## src/rtl/cla_operand_feeder.sv

```systemverilog
// Operand FIFO and registered issue stage feeding the 8-bit clocked CLA adder.
// Optional macro CLA_FEED_STATS_EN adds a saturating 16-bit issued_cnt output.
module cla_operand_feeder #(
    parameter int WIDTH = 8,
    parameter int DEPTH = 4,
    localparam int AW = $clog2(DEPTH)
) (
    input  logic             clk,
    input  logic             rst_n,
    input  logic             in_valid,
    output logic             in_ready,
    input  logic [WIDTH-1:0] in_a,
    input  logic [WIDTH-1:0] in_b,
    input  logic             in_cin,
    input  logic             flush,
    output logic             op_valid,
    input  logic             op_ready,
    output logic [WIDTH-1:0] op_a,
    output logic [WIDTH-1:0] op_b,
    output logic             op_cin,
    output logic [AW:0]      level,
    output logic             full,
    output logic             empty
`ifdef CLA_FEED_STATS_EN
    ,
    output logic [15:0]      issued_cnt
`endif
);

    localparam int EW = 2 * WIDTH + 1;

    typedef enum logic {S_EMPTY, S_HOLD} state_t;

    logic [EW-1:0] mem [DEPTH];
    logic [AW-1:0] wr_ptr, rd_ptr;
    state_t        state, state_nx;
    logic          wr_en, ld_en;

    assign full     = (level == (AW + 1)'(DEPTH));
    assign empty    = (level == '0);
    assign in_ready = !full;
    assign op_valid = (state == S_HOLD);

    always_comb begin
        wr_en    = in_valid && !full && !flush;
        ld_en    = !flush && (!op_valid || op_ready) && !empty;
        state_nx = state;
        if (flush)
            state_nx = S_EMPTY;
        else if (ld_en)
            state_nx = S_HOLD;
        else if (op_ready)
            state_nx = S_EMPTY;
    end

    always_ff @(posedge clk or negedge rst_n) begin
        if (!rst_n)
            state <= S_EMPTY;
        else
            state <= state_nx;
    end

    // Storage is not reset; level/pointers alone define which entries are live.
    always_ff @(posedge clk) begin
        if (wr_en)
            mem[wr_ptr] <= {in_a, in_b, in_cin};
    end

    always_ff @(posedge clk or negedge rst_n) begin
        if (!rst_n) begin
            wr_ptr <= '0;
            rd_ptr <= '0;
            level  <= '0;
        end else if (flush) begin
            wr_ptr <= '0;
            rd_ptr <= '0;
            level  <= '0;
        end else begin
            if (wr_en)
                wr_ptr <= wr_ptr + AW'(1);
            if (ld_en)
                rd_ptr <= rd_ptr + AW'(1);
            case ({wr_en, ld_en})
                2'b10:   level <= level + (AW + 1)'(1);
                2'b01:   level <= level - (AW + 1)'(1);
                default: level <= level;
            endcase
        end
    end

    always_ff @(posedge clk or negedge rst_n) begin
        if (!rst_n) begin
            op_a   <= '0;
            op_b   <= '0;
            op_cin <= 1'b0;
        end else if (ld_en) begin
            {op_a, op_b, op_cin} <= mem[rd_ptr];
        end
    end

`ifdef CLA_FEED_STATS_EN
    always_ff @(posedge clk or negedge rst_n) begin
        if (!rst_n)
            issued_cnt <= '0;
        else if (op_valid && op_ready && issued_cnt != '1)
            issued_cnt <= issued_cnt + 16'd1;
    end
`endif

endmodule

```

## config.mk

```make
export PLATFORM = sky130hd
export DESIGN_NAME = cla_operand_feeder
export DESIGN_NICKNAME = d
export VERILOG_FILES = /design/src/rtl/cla_operand_feeder.sv
export SDC_FILE = /design/constraint.sdc
export NUM_CORES = 1
export LEC_CHECK = 0
export ABC_CLOCK_PERIOD_IN_PS = 2100
export BUFFER_PORTS_ARGS = -buffer_cell sky130_fd_sc_hd__buf_2
export CORE_UTILIZATION = 51
export CTS_CLUSTER_SIZE = 28
export DETAILED_ROUTE_END_ITERATION = 16
export GPL_TIMING_DRIVEN = 0
export PLACE_DENSITY = 0.86
export SLEW_MARGIN = 20
export SYNTH_ARGS = -nofsm -noshare
export SYNTH_HDL_FRONTEND = slang
export SYNTH_SLANG_ARGS = --single-unit
```

## constraint.sdc

```tcl
create_clock -name clk -period 2.1 [get_ports clk]
set_clock_uncertainty 0.1 [all_clocks]
set_input_delay 0.21 -clock clk [delete_from_list [all_inputs] [get_ports clk]]
set_output_delay 0.21 -clock clk [all_outputs]
set_load 0.1 [all_outputs]
```

# Word-level counts from Yosys, hierarchy flattened
# Memory sizes are Yosys's and may differ from the RTL's. A register that Yosys moved wholly into a read port is not among the register bits.
# Index checks and enable logic that the tools add are counted.
[classes]
reduce_logical = 15
n_mux = 11
n_addsub = 4
n_eq_ne = 3
[op_table]
columns = ["op", "n"]
rows = [
  ["$mux W2", 4],
  ["$pmux W3 S2", 1],
  ["$reduce_bool A3 Y1", 2],
  ["$logic_not A1 Y1", 5],
  ["$mux W1", 5],
  ["$add A2 B1 Y2 const B", 2],
  ["$logic_and A1 B1 Y1", 4],
  ["$reduce_bool A2 Y1", 2],
  ["$add A3 B1 Y3 const B", 1],
  ["$eq A3 B3 Y1 const B", 1],
  ["$logic_not A3 Y1", 1],
  ["$mux W3", 1],
  ["$sub A3 B1 Y3 const B", 1],
  ["$eq A2 B1 Y1 const B", 1],
  ["$eq A2 B2 Y1 const B", 1],
  ["$logic_or A1 B1 Y1", 1],
]
[totals]
ramBits = 68
output_inout_bits = 24
mem_count = 1
regBits = 8
word_cells = 38
[mem_list]
columns = ["name", "words", "width", "rd", "rd_ports_with_merged_regs", "wr", "line_no", "text"]
rows = [
  ["mem", 4, 17, 1, 1, 1, "34", "logic [EW-1:0] mem [DEPTH];"],
]

# Longest topological paths before layout
[logic_depth]
ltp_word = 7
ltp_mapped = 9
mapped_depth_nobuf = 8

# Least setup slack after synthesis
# No wires, ideal clock.
[synth_path]
kind = "register to register"
from = "reg level[1]"
to = "mem mem[0][0] (netlist name) (enable)"
arrival_ps = 3588
synth_period_minus_slack_ps = 4063
path_slack_ps = -1963
setup_ps = 375
required_time_ps = 1625
stages_incl_launch_ff = 5
cell_sequence = "dfrtp_1 > or3b_1 > inv_1 > nor3b_1 > and2_1"
[synth_via]
elab_chain_len = 6
[synth_rtl]
columns = ["element", "line_no", "text"]
rows = [
  ["from (decl)", "21", "output logic [AW:0] level,"],
  ["from (signal assigned)", "84", "2'b10: level <= level + (AW + 1)'(1);"],
  ["from (signal assigned)", "85", "2'b01: level <= level - (AW + 1)'(1);"],
  ["from (signal assigned)", "86", "default: level <= level;"],
  ["$eq A3 B3 Y1", "39", "assign full = (level == (AW + 1)'(DEPTH));"],
  ["$logic_not A1 Y1", "n/a", ""],
  ["net in_ready", "11", "output logic in_ready,"],
  ["$logic_and A1 B1 Y1 (2 in a row)", "45", "wr_en = in_valid && !full && !flush;"],
  ["$mux W1", "65", "if (wr_en)"],
  ["$mux W1 (not written as such)", "66", "mem[wr_ptr] <= {in_a, in_b, in_cin};"],
  ["to (decl)", "34", ""],
]
# The timed path passes the listed nets, and every way through them passes these cells.

# Worst setup path after layout
[layout_path]
from = "reg level[0]"
to = "reg level[2]"
[layout_via]
elab_chain_len = 7
[layout_rtl]
columns = ["element", "line_no", "text"]
rows = [
  ["$eq A3 B3 Y1", "39", ""],
  ["$logic_not A1 Y1", "45", ""],
  ["$logic_and A1 B1 Y1 (2 in a row)", "45", ""],
  ["$eq A2 B1 Y1 / $eq A2 B2 Y1 (equally long branches)", "83", "case ({wr_en, ld_en})"],
  ["$pmux W3 S2", "83", ""],
  ["$mux W3", "74", "end else if (flush) begin"],
]
# Several ways; a longest one is shown, not always the timed one.
# A chain may end at the register's enable or synchronous reset.

==> impl_metrics.csv <==
group,metric,value,unit
finish,syn2layout_area_growth,22.84,%
clocking,clkLatencyLatePin,350,ps
route,vias,1979,
placement,place_inst,333,
grt,grt_overflow,0,
synthesis,synthArstFlopShare,0.2688,
route,viasPerCell,5.249,
clocking,cts_tree,"yes",
placement,io_buffer_count,45,
worst_setup_path,critPathRequiredTime,2270,ps
pwr,p_per_area,1478,nW/um^2
synthesis,yosysMostFrequentCell,"edfxtp_1",
synthesis,syn-num-nets,219,
clocking,clk_path_buf_depth,2,
grt,met2_usage,0.3099,
timing,final.min_clock_period,2067,ps
grt,grt_max_degree,26,
synthesis,synth_top_area_cell,"edfxtp_1",
clocking,clk_pin_slew_worst_paths,90,ps
timing,max_freq,483.7,MHz
job,cap_viol_max_count,0,
pwr,irDropWorstVdd,0.0008555,V
floorplan,initial_core_util,0.5359,
floorplan,ios,46,
route,drt-pass1-iter-count,4,
pwr,leakagePower,0.001663,uW
timing,finalCritPeriodShare,0.9844,
finish,nets,303,
clocking,cts.sinks,93,
hold_path,hold_start,"in_valid",
route,drc_errors,0,
synthesis,synth_warnings,0,
grt,antenna_found_initial,0,
finish,diodes,0,
synthesis,synthCells,192,
grt,grt-busiest-layer,"met2",
worst_setup_path,crit_fanout,4,
finish,layout-drive-gt1-share,0.4377,
worst_setup_path,reg2reg_slack,30,ps
worst_setup_path,crit_end,"level[2]",
finish,utilization,0.6583,
worst_setup_path,critPathKind,"register to register",
synthesis,synth_cell_types,31,
clocking,htree_levels,3,
worst_setup_path,start_kind,"register",
timing,setup-violations-final,0,
synthesis,synth_area,3681,um^2
finish,nFillCells,484,
worst_setup_path,arrival,2240,ps
timing,finalSetupTns,0,ps
route,detail_route.wl_per_cell,17.13,um
timing,worstMarginPinSlew,648.6,ps
grt,grt_pass1_wl,9970,um
synthesis,synth_top_cell_area_share,0.5547,
floorplan,core,6869,um^2
timing,drv_slew,0,
hold_path,hp-class,"input port to register",
route,finalWirelength,6458,um
grt,grtUsageMet1,0.2224,
outcome,status,"finished, final reports clean",
placement,dpl.hpwl,3986,um
timing,rsz0062_at_grt,"yes",
synthesis,ys_dominant_reg_cell,"edfxtp_1",
route,antenna_left,0,
timing,hold_viol,0,
worst_setup_path,worstRegToRegCells,8,
worst_setup_path,cp_slowest_cell,"dfrtp_4",
floorplan,row_count,30,
clocking,cts_root_buf,"clkbuf_8",
floorplan,die_h,86.96,um
synthesis,synth_area_leaders,"edfxtp_1 55%, dfrtp_1 17%, mux4_2 10%",
grt,grt_pass1_vias,2061,
grt,gr-usage-met3,0.04645,
synthesis,yosysSeqAreaShare,0.7247,
worst_setup_path,end_kind,"register",
synthesis,synth-edff-count,68,
worst_setup_path,timing.rr.start,"level[0]",
floorplan,die_area,7561,um^2
clocking,numCtsBuffers,9,
synthesis,ys_top_cells_by_count,"68 x edfxtp_1, 25 x dfrtp_1, 17 x mux2_2, 17 x mux4_2, 6 x and2_1",
timing,relSlewSlack,0.5676,
synthesis,synth_area_per_cell,19.17,um^2
finish,final_cells,377,
floorplan,die_x,86.96,um
worst_setup_path,reg2reg_to,"level[2]",
grt,grt.total_usage,0.1867,
worst_setup_path,worstSetupStartpoint,"level[0]",
worst_setup_path,max_stage_delay,520,ps
worst_setup_path,path_cells,"or3b_4, nand2_4, and2_4, fa_2, nand3b_1, o21ai_1, nand2_1, a31oi_1",
route,drtIter0Drc,71,
synthesis,ys_seq_elements,93,
placement,gp_routability_congestion,0.7540,
-- registers in the layout (all words and copies together) (netlist names) --
name and cells:
op_cin 1, mem 68, rd_ptr 2, op_valid 1, op_a 8, op_b 8
wr_ptr 2, level 3
-- layer usage --
layer  vias to the layer above  routed length [um]
li1                        912                   -
met3                        16                 264
met4                         0                 178
met2                        57                3302
met1                       994                2714
met5                         -                   0
-- per-stage QoR --
| stage | cell area [um^2] | worst slack (ps) | hold WS, ps | total power, uW |
|---|---|---|---|---|
| 2_1_floorplan | 3709 | -929.6 | -185.6 | 4902 |
| 3_3_place_gp | 4054 | -208.1 | 158.2 | 5324 |
| 3_5_place_dp | 4054 | -278.7 | 166.0 | 5381 |
| 4_1_cts | 4476 | -63.49 | 125.2 | 6639 |
| 5_1_grt | 4522 | -65.42 | 149.5 | 6923 |
| 6_report | 4522 | 32.76 | 140.9 | 6685 |
-- layout by cell type, fill, tap and decap left out, types with 2 or more instances in the layout --
master	instances
a21oi_1	5
and2_4	5
buf_2	46
buf_4	11
clkbuf_1	5
clkbuf_8	9
clkinvlp_4	2
dfrtp_1	22
dfrtp_4	3
dlygate4sd3_1	18
edfxtp_1	68
ha_1	4
inv_1	4
inv_6	3
mux2_2	17
mux4_2	17
nand2_1	3
nand2b_1	3
nand3b_1	4
nor2_1	3
nor3_4	2
o21ai_0	2
o21ai_1	2
or3_1	2
xnor2_1	2
xor2_1	2
-- repair_timing --
action | in CTS | in global routing
pin swaps | 2 | 5
setup buffers | 4 | 7
endpoints found under the hold margin | 93 | 0
setup endpoints to repair | 71 | 3
hold buffers | 18 | 0
resized for setup | 7 | 2
-- worst max-delay path: cells and delay by family (launching register included) --
| family | cells | cell delay, ps |
|---|---|---|
| compound gates | 2 | 280 |
| fa+ha+maj | 1 | 230 |
| flops | 1 | 520 |
| simple gates | 5 | 870 |
-- layout make-up --
cell class                      count  area [um^2]  share of cell area
Timing Repair Buffer               74        490.5              0.1085
Clock buffer                       10        127.6             0.02822
Tap cell                           96        120.1             0.02656
Multi-Input combinational cell     86        983.4              0.2175
Buffer                              7        30.03            0.006641
Inverter                            5        22.52            0.004981
Clock inverter                      6        68.82             0.01522
Sequential cell                    93         2679              0.5924
-- worst min path at each step --
stage,endpoint,slack [ps],depth (start not counted)
final,level[0],140,4
after global placement,op_a[6],160,1
after floorplan,op_a[0],-190,0
after CTS,level[0],130,4
after detailed placement,op_a[6],170,1
after global routing,level[0],150,4
-- report_power, final --
part | total [uW] | internal, uW | switching, uW
Sequential | 2430 | 2280 | 159
Combinational | 3060 | 824 | 2240
Clock | 1190 | 562 | 628
-- kinds of logic after synthesis --
group,share of synthesized area
buf+inv,0.01631
fa+ha+maj,0.01904
compound gates,0.01836
xor+xnor,0.009519
simple gates,0.05609
mux,0.1560
flops,0.7247
No activity file was read; power rests on OpenSTA's default activity.
